`src/rtl/button_debouncer_if.sv`:
```
// ----------------------------------------------------------------------------
// button_debouncer_if
//   Signal bundle between a raw push-button pad and the debounced consumer.
//
//   i_button_raw  raw asynchronous pad level (driven by the pad side)
//   o_button      debounced level, 1 = pressed
//   o_long_press  one-cycle long-press pulse
//   o_state       debouncer FSM state, for debug
//
//   master : the pad / consumer side (drives the raw level, reads results)
//   slave  : the debouncer itself
// ----------------------------------------------------------------------------
interface button_debouncer_if;
  logic       i_button_raw;
  logic       o_button;
  logic       o_long_press;
  logic [1:0] o_state;

  modport master (
    output i_button_raw,
    input  o_button,
    input  o_long_press,
    input  o_state
  );

  modport slave (
    input  i_button_raw,
    output o_button,
    output o_long_press,
    output o_state
  );
endinterface

```
`src/rtl/button_debouncer.sv`:
```
// ----------------------------------------------------------------------------
// button_debouncer
//   Conditions a raw mechanical push-button before the edge-detect stage:
//   2-FF synchroniser with polarity normalisation, a counter-qualified
//   debounce FSM that drives a clean o_button level, and a one-shot
//   long-press pulse once the debounced press has lasted LONG_CYCLES.
//
//   Ports:
//     i_clk    system clock
//     i_rst_n  synchronous active-low reset
//     bus      button_debouncer_if.slave
//                i_button_raw -> raw pad level (asynchronous)
//                o_button     <- debounced level, 1 = pressed
//                o_long_press <- one-cycle pulse, at most once per press
//                o_state      <- FSM state (debug)
//
//   state        | meaning
//   -------------+------------------------------------------------------
//   RELEASED     | debounced level 0, waiting for a press sample
//   PRESS_WAIT   | press seen, counting stable samples before accepting
//   PRESSED      | debounced level 1, hold counter running
//   RELEASE_WAIT | release seen, counting stable samples; o_button still 1
// ----------------------------------------------------------------------------
module button_debouncer #(
  parameter int unsigned DEBOUNCE_CYCLES = 1000000,
  parameter int unsigned LONG_CYCLES     = 100000000,
  parameter bit          ACTIVE_HIGH     = 1'b1
) (
  input logic               i_clk,
  input logic               i_rst_n,
  button_debouncer_if.slave bus
);

  localparam int unsigned DB_W   = $clog2(DEBOUNCE_CYCLES) + 1;
  localparam int unsigned HOLD_W = $clog2(LONG_CYCLES) + 1;

  localparam logic [DB_W-1:0]   DB_LAST   = DB_W'(DEBOUNCE_CYCLES - 1);
  localparam logic [HOLD_W-1:0] LONG_LAST = HOLD_W'(LONG_CYCLES - 1);
  localparam logic [HOLD_W-1:0] HOLD_MAX  = '1;

  // Pad level when the button is not pressed.
  localparam logic REL_LVL = ~ACTIVE_HIGH;

  typedef enum logic [1:0] {
    RELEASED     = 2'd0,
    PRESS_WAIT   = 2'd1,
    PRESSED      = 2'd2,
    RELEASE_WAIT = 2'd3
  } state_t;

  state_t            state_q;
  logic              sync1_q;
  logic              sync2_q;
  logic [DB_W-1:0]   db_cnt_q;
  logic [HOLD_W-1:0] hold_cnt_q;
  logic              long_fired_q;
  logic              button_q;
  logic              long_q;
  logic              s;

  // Synchronised level normalised so that 1 always means pressed.
  assign s = sync2_q ^ REL_LVL;

  always_ff @(posedge i_clk) begin
    if (!i_rst_n) begin
      sync1_q      <= REL_LVL;
      sync2_q      <= REL_LVL;
      state_q      <= RELEASED;
      db_cnt_q     <= '0;
      hold_cnt_q   <= '0;
      long_fired_q <= 1'b0;
      button_q     <= 1'b0;
      long_q       <= 1'b0;
    end else begin
      sync1_q <= bus.i_button_raw;
      sync2_q <= sync1_q;
      long_q  <= 1'b0;

      // Hold tracking runs off the registered level, so it keeps counting
      // through RELEASE_WAIT and a pulse due on the release-accept cycle
      // still fires.
      if (button_q) begin
        if (hold_cnt_q != HOLD_MAX) begin
          hold_cnt_q <= hold_cnt_q + HOLD_W'(1);
        end
        if (hold_cnt_q == LONG_LAST && !long_fired_q) begin
          long_q       <= 1'b1;
          long_fired_q <= 1'b1;
        end
      end

      case (state_q)
        RELEASED: begin
          if (s) begin
            state_q  <= PRESS_WAIT;
            db_cnt_q <= '0;
          end
        end
        PRESS_WAIT: begin
          if (!s) begin
            state_q  <= RELEASED;
            db_cnt_q <= '0;
          end else if (db_cnt_q == DB_LAST) begin
            state_q      <= PRESSED;
            db_cnt_q     <= '0;
            button_q     <= 1'b1;
            hold_cnt_q   <= '0;
            long_fired_q <= 1'b0;
          end else begin
            db_cnt_q <= db_cnt_q + DB_W'(1);
          end
        end
        PRESSED: begin
          if (!s) begin
            state_q  <= RELEASE_WAIT;
            db_cnt_q <= '0;
          end
        end
        RELEASE_WAIT: begin
          // A bounce back to pressed keeps the hold count intact so the
          // long-press timing does not slip.
          if (s) begin
            state_q  <= PRESSED;
            db_cnt_q <= '0;
          end else if (db_cnt_q == DB_LAST) begin
            state_q  <= RELEASED;
            db_cnt_q <= '0;
            button_q <= 1'b0;
          end else begin
            db_cnt_q <= db_cnt_q + DB_W'(1);
          end
        end
        default: begin
          state_q  <= RELEASED;
          db_cnt_q <= '0;
        end
      endcase
    end
  end

  assign bus.o_button     = button_q;
  assign bus.o_long_press = long_q;
  assign bus.o_state      = state_q;

endmodule

```
`src/flat_wrapper.sv`:
```
// flat-port wrapper written by rule: the top's interface ports become plain ports
module button_debouncer_flat 
#(
  parameter int unsigned DEBOUNCE_CYCLES = 1000000,
  parameter int unsigned LONG_CYCLES     = 100000000,
  parameter bit          ACTIVE_HIGH     = 1'b1
)
  (i_clk, i_rst_n, bus_i_button_raw, bus_o_button, bus_o_long_press, bus_o_state);
  button_debouncer_if bus_i ();
  input logic i_clk;
  input logic i_rst_n;
  input wire logic [$bits(bus_i.i_button_raw)-1:0] bus_i_button_raw;
  output wire logic [$bits(bus_i.o_button)-1:0] bus_o_button;
  output wire logic [$bits(bus_i.o_long_press)-1:0] bus_o_long_press;
  output wire logic [$bits(bus_i.o_state)-1:0] bus_o_state;
  assign bus_i.i_button_raw = bus_i_button_raw;
  assign bus_o_button = bus_i.o_button;
  assign bus_o_long_press = bus_i.o_long_press;
  assign bus_o_state = bus_i.o_state;
  button_debouncer #(.DEBOUNCE_CYCLES(DEBOUNCE_CYCLES), .LONG_CYCLES(LONG_CYCLES), .ACTIVE_HIGH(ACTIVE_HIGH)) u_core (.i_clk(i_clk), .i_rst_n(i_rst_n), .bus(bus_i));
endmodule
```
`config.mk`:
```
export PLATFORM = sky130hd
export DESIGN_NAME = button_debouncer_flat
export DESIGN_NICKNAME = d
export VERILOG_FILES = /design/src/rtl/button_debouncer_if.sv /design/src/rtl/button_debouncer.sv /design/src/flat_wrapper.sv
export SDC_FILE = /design/constraint.sdc
export NUM_CORES = 1
export LEC_CHECK = 0
export ABC_CLOCK_PERIOD_IN_PS = 5600
export BUFFER_PORTS_ARGS = -buffer_cell sky130_fd_sc_hd__clkbuf_2
export CAP_MARGIN = 10
export CELL_PAD_IN_SITES_DETAIL_PLACEMENT = 0
export CELL_PAD_IN_SITES_GLOBAL_PLACEMENT = 2
export CORE_ASPECT_RATIO = 0.75
export CORE_MARGIN = 2
export CORE_UTILIZATION = 30
export CTS_CLUSTER_SIZE = 28
export DETAILED_ROUTE_END_ITERATION = 10
export PLACE_DENSITY_LB_ADDON = 0.1
export SYNTH_ARGS = -nofsm -noshare
export SYNTH_HDL_FRONTEND = slang
export SYNTH_SLANG_ARGS = --single-unit
```
`constraint.sdc`:
```
create_clock -name i_clk -period 5.6 [get_ports i_clk]
set_clock_uncertainty 0.1 [all_clocks]
set_input_delay 0.56 -clock i_clk [delete_from_list [all_inputs] [get_ports i_clk]]
set_output_delay 0.56 -clock i_clk [all_outputs]
set_load 0.005 [all_outputs]
```
==> results.yml <==
status:
  outcome: "complete, no violations"
yosys:
  yosysTopAreaCell: "dfxtp_1"
  yosysWarnings: 0
  synthTopCellsByCount: "dfxtp_1, nand2_1, nand3_1"
  avgSynthCellArea_um2: 8.45
  yosysUniqueCellTypes: 53
  synth_edf_count: 0
  synth-main-ff-cell: "dfxtp_1"
  ys_seq_area_frac: 0.385
  synth_top_area_share: 0.385
  postSynthNetCount: 350
  synth_cells: 345
  ys_seq_elements: 56
  synth.most_common_cell: "dfxtp_1"
  async_flop_share: 0
  synth_area_um2: 2910
  synth_area_leaders: "dfxtp_1, nand3_1, a21oi_1"
timing:
  period_needed_ns: 2.72
  finalCritPeriodShare: 0.486
  rsz0062_at_grt: "no"
  finalHoldViolCount: 0
  whs_ns: 0.324
  finalSetupViolCount: 0
  finalSetupTns_ns: 0
  relSlewSlack: 0.323
  slew_viol_final: 0
  worst_pin_slew_ns: 1.01
  timing.fmax_mhz: 367
die:
  dieArea_um2: 10500
  io_pins: 7
  coreArea_um2: 9540
  std_cell_rows: 31
  initial_core_util: 0.305
  die_w_um: 118
  die_y_um: 89.4
setup_path:
  worstRegToRegCells: 6
  crit_type: "flop to flop"
  crit_arrival_ns: 2.86
  r2r-start: "u_core.hold_cnt_q[0]$_SDFF_PN0_"
  max_stage_delay_ns: 0.95
  slowest_stage: "nor3_2"
  critPathRequiredTime_ns: 5.73
  crit_family: "simple AND/OR/NAND/NOR gates"
  cp_max_fo: 18
  crit_chain: "ha_1, and3_1, nand4_1, nor3_2, o21ai_0, a21oi_1"
  critPathBufInv: 0
  startpoint_type: "flop"
  worstSetupEndpointType: "flop"
  timing.rr.end: "u_core.hold_cnt_q[9]$_SDFF_PN0_"
  r2r_slack_ns: 2.88
grt:
  antenna_found_initial: 0
  grt_max_degree: 27
  grt_pass1_vias: 2282
  grt-ovfl-total: 0
  grtUsageTotal: 0.151
  grt_pass1_wl_um: 12300
clock_network:
  clock_path_buffers: 2
  root_buffer: "clkbuf_16"
  cts_hold_buf: 0
  cts_tree: "yes"
  cts_buffers: 5
  clkLatencyLatePin_ns: 0.31
  clock_sinks: 56
  cts_resized: 0
  htreeDepth: 2
  path_clk_slew_ns: 0.08
  post_cts_buffers: 0
final_layout:
  drive_gt1_frac: 0.0716
  area_growth_pct: 10.7
  final_core_utilization: 0.338
  nets: 353
  n_fill_cell: 1016
  diodes: 0
placement:
  port_buffers: 6
  gp_congestion: 0.816
  dp_hpwl_um: 5410
power_and_ir_drop:
  vdd_drop_max_uv: 146
  leakage_nw: 1.01
  design_power_total_mw: 0.788
  p_per_area_nw_per_um2: 244
route:
  drc_errors: 0
  routedWlPerCell_um: 15.7
  drt_iter0_drc: 172
  postRouteAntennaNets: 0
  num_vias: 2544
  routed_wl_um: 7540
  drt-vias-per-instance: 5.29
  drt_pass1_iterations: 4
hold_path:
  hold_end: "u_core.bus.o_long_press$_SDFF_PN0_"
  min-delay-start: "u_core.long_fired_q$_SDFF_PN0_"
  hold-path-cell-count: 1
  min_path_type: "flop to flop"
flow_run:
  maxCapViolations: 0
==> placed cells by master, fill, tap and decap left out, types with 7 or more instances in the layout <==
cell,synthesis,routed
nor2_1,24,24
nand3_1,25,25
or3_1,7,7
nand4_1,17,17
o21ai_0,16,16
and3_1,9,9
xor2_1,11,11
a31oi_1,8,8
nor3_1,12,12
and2_1,7,7
inv_1,7,7
dfxtp_1,56,56
a21oi_1,22,22
or4_1,9,9
nand2_1,28,28
==> flip-flops by register name, summed over array words and instances, names as in the netlist, named ones only <==
register                 cells
u_core.bus.o_button          1
u_core.bus.o_long_press      1
u_core.bus.o_state           1
u_core.db_cnt_q             21
u_core.hold_cnt_q           28
u_core.long_fired_q          1
u_core.s                     1
u_core.sync1_q               1
==> per-layer routing <==
| metal | wire (um) | vias up | GRT usage | part of all wire |
|---|---|---|---|---|
| met1 | 4520 | 1189 | 0.242 | 0.60 |
| met5 | 0 | - | 0 | 0 |
| li1 | - | 1308 | - | - |
| met3 | 312 | 8 | 0.0364 | 0.041 |
| met4 | 91 | 0 | 0.0460 | 0.012 |
| met2 | 2620 | 39 | 0.191 | 0.35 |
==> worst max path at each step <==
| stage | end | from | slack [ns] | cells past startpoint |
|---|---|---|---|---|
| floorplan | u_core.hold_cnt_q[13]$_SDFF_PN0_ | u_core.hold_cnt_q[0]$_SDFF_PN0_ | 3.53 | 7 |
| global route | u_core.hold_cnt_q[7]$_SDFF_PN0_ | u_core.hold_cnt_q[0]$_SDFF_PN0_ | 2.44 | 6 |
| finish | u_core.hold_cnt_q[9]$_SDFF_PN0_ | u_core.hold_cnt_q[0]$_SDFF_PN0_ | 2.88 | 6 |
| global placement | u_core.hold_cnt_q[7]$_SDFF_PN0_ | u_core.hold_cnt_q[0]$_SDFF_PN0_ | 2.84 | 6 |
| CTS | u_core.hold_cnt_q[9]$_SDFF_PN0_ | u_core.hold_cnt_q[0]$_SDFF_PN0_ | 2.84 | 6 |
| detailed placement | u_core.hold_cnt_q[7]$_SDFF_PN0_ | u_core.hold_cnt_q[0]$_SDFF_PN0_ | 2.86 | 6 |
==> report_power, final <==
part	total, mW	internal [mW]	switching (mW)
sequential	0.400	0.399	0.000950
clock	0.374	0.213	0.161
combinational	0.0143	0.00363	0.0106
total	0.788	0.615	0.172
==> cell type report <==
| type | instances | area [um2] | area share |
|---|---|---|---|
| clock buffer | 5 | 125 | 0.0388 |
| multi-input combinational | 272 | 1710 | 0.531 |
| timing repair buffer | 6 | 30.0 | 0.00931 |
| clock inverter | 3 | 46.3 | 0.0144 |
| sequential | 56 | 1120 | 0.348 |
| inverter | 7 | 26.3 | 0.00815 |
| tap | 132 | 165 | 0.0512 |
==> metrics by stage <==
step           setup WS (ns)  cells  cell area [um2]
6_report                2.88    481             3230
5_1_grt                 2.44    481             3230
4_1_cts                 2.84    481             3230
3_5_place_dp            2.86    473             3050
3_3_place_gp            2.84    473             3050
2_1_floorplan           3.53    345             2910
==> worst reg2reg max path, stage by stage (launching register included) <==
cell and delay [ns]:
dfxtp_1 0.41, ha_1 0.23, and3_1 0.20, nand4_1 0.39, nor3_2 0.95, o21ai_0 0.21
a21oi_1 0.16
==> cell families after synthesis <==
logic type      Yosys count  synth area share
simple gates            170             0.330
compound gates           78             0.180
flops                    56             0.385
xor+xnor                 17            0.0511
buf+inv                  17            0.0279
mux                       5            0.0172
fa+ha+maj                 2           0.00859
No activity file was read; power rests on OpenSTA's default activity.
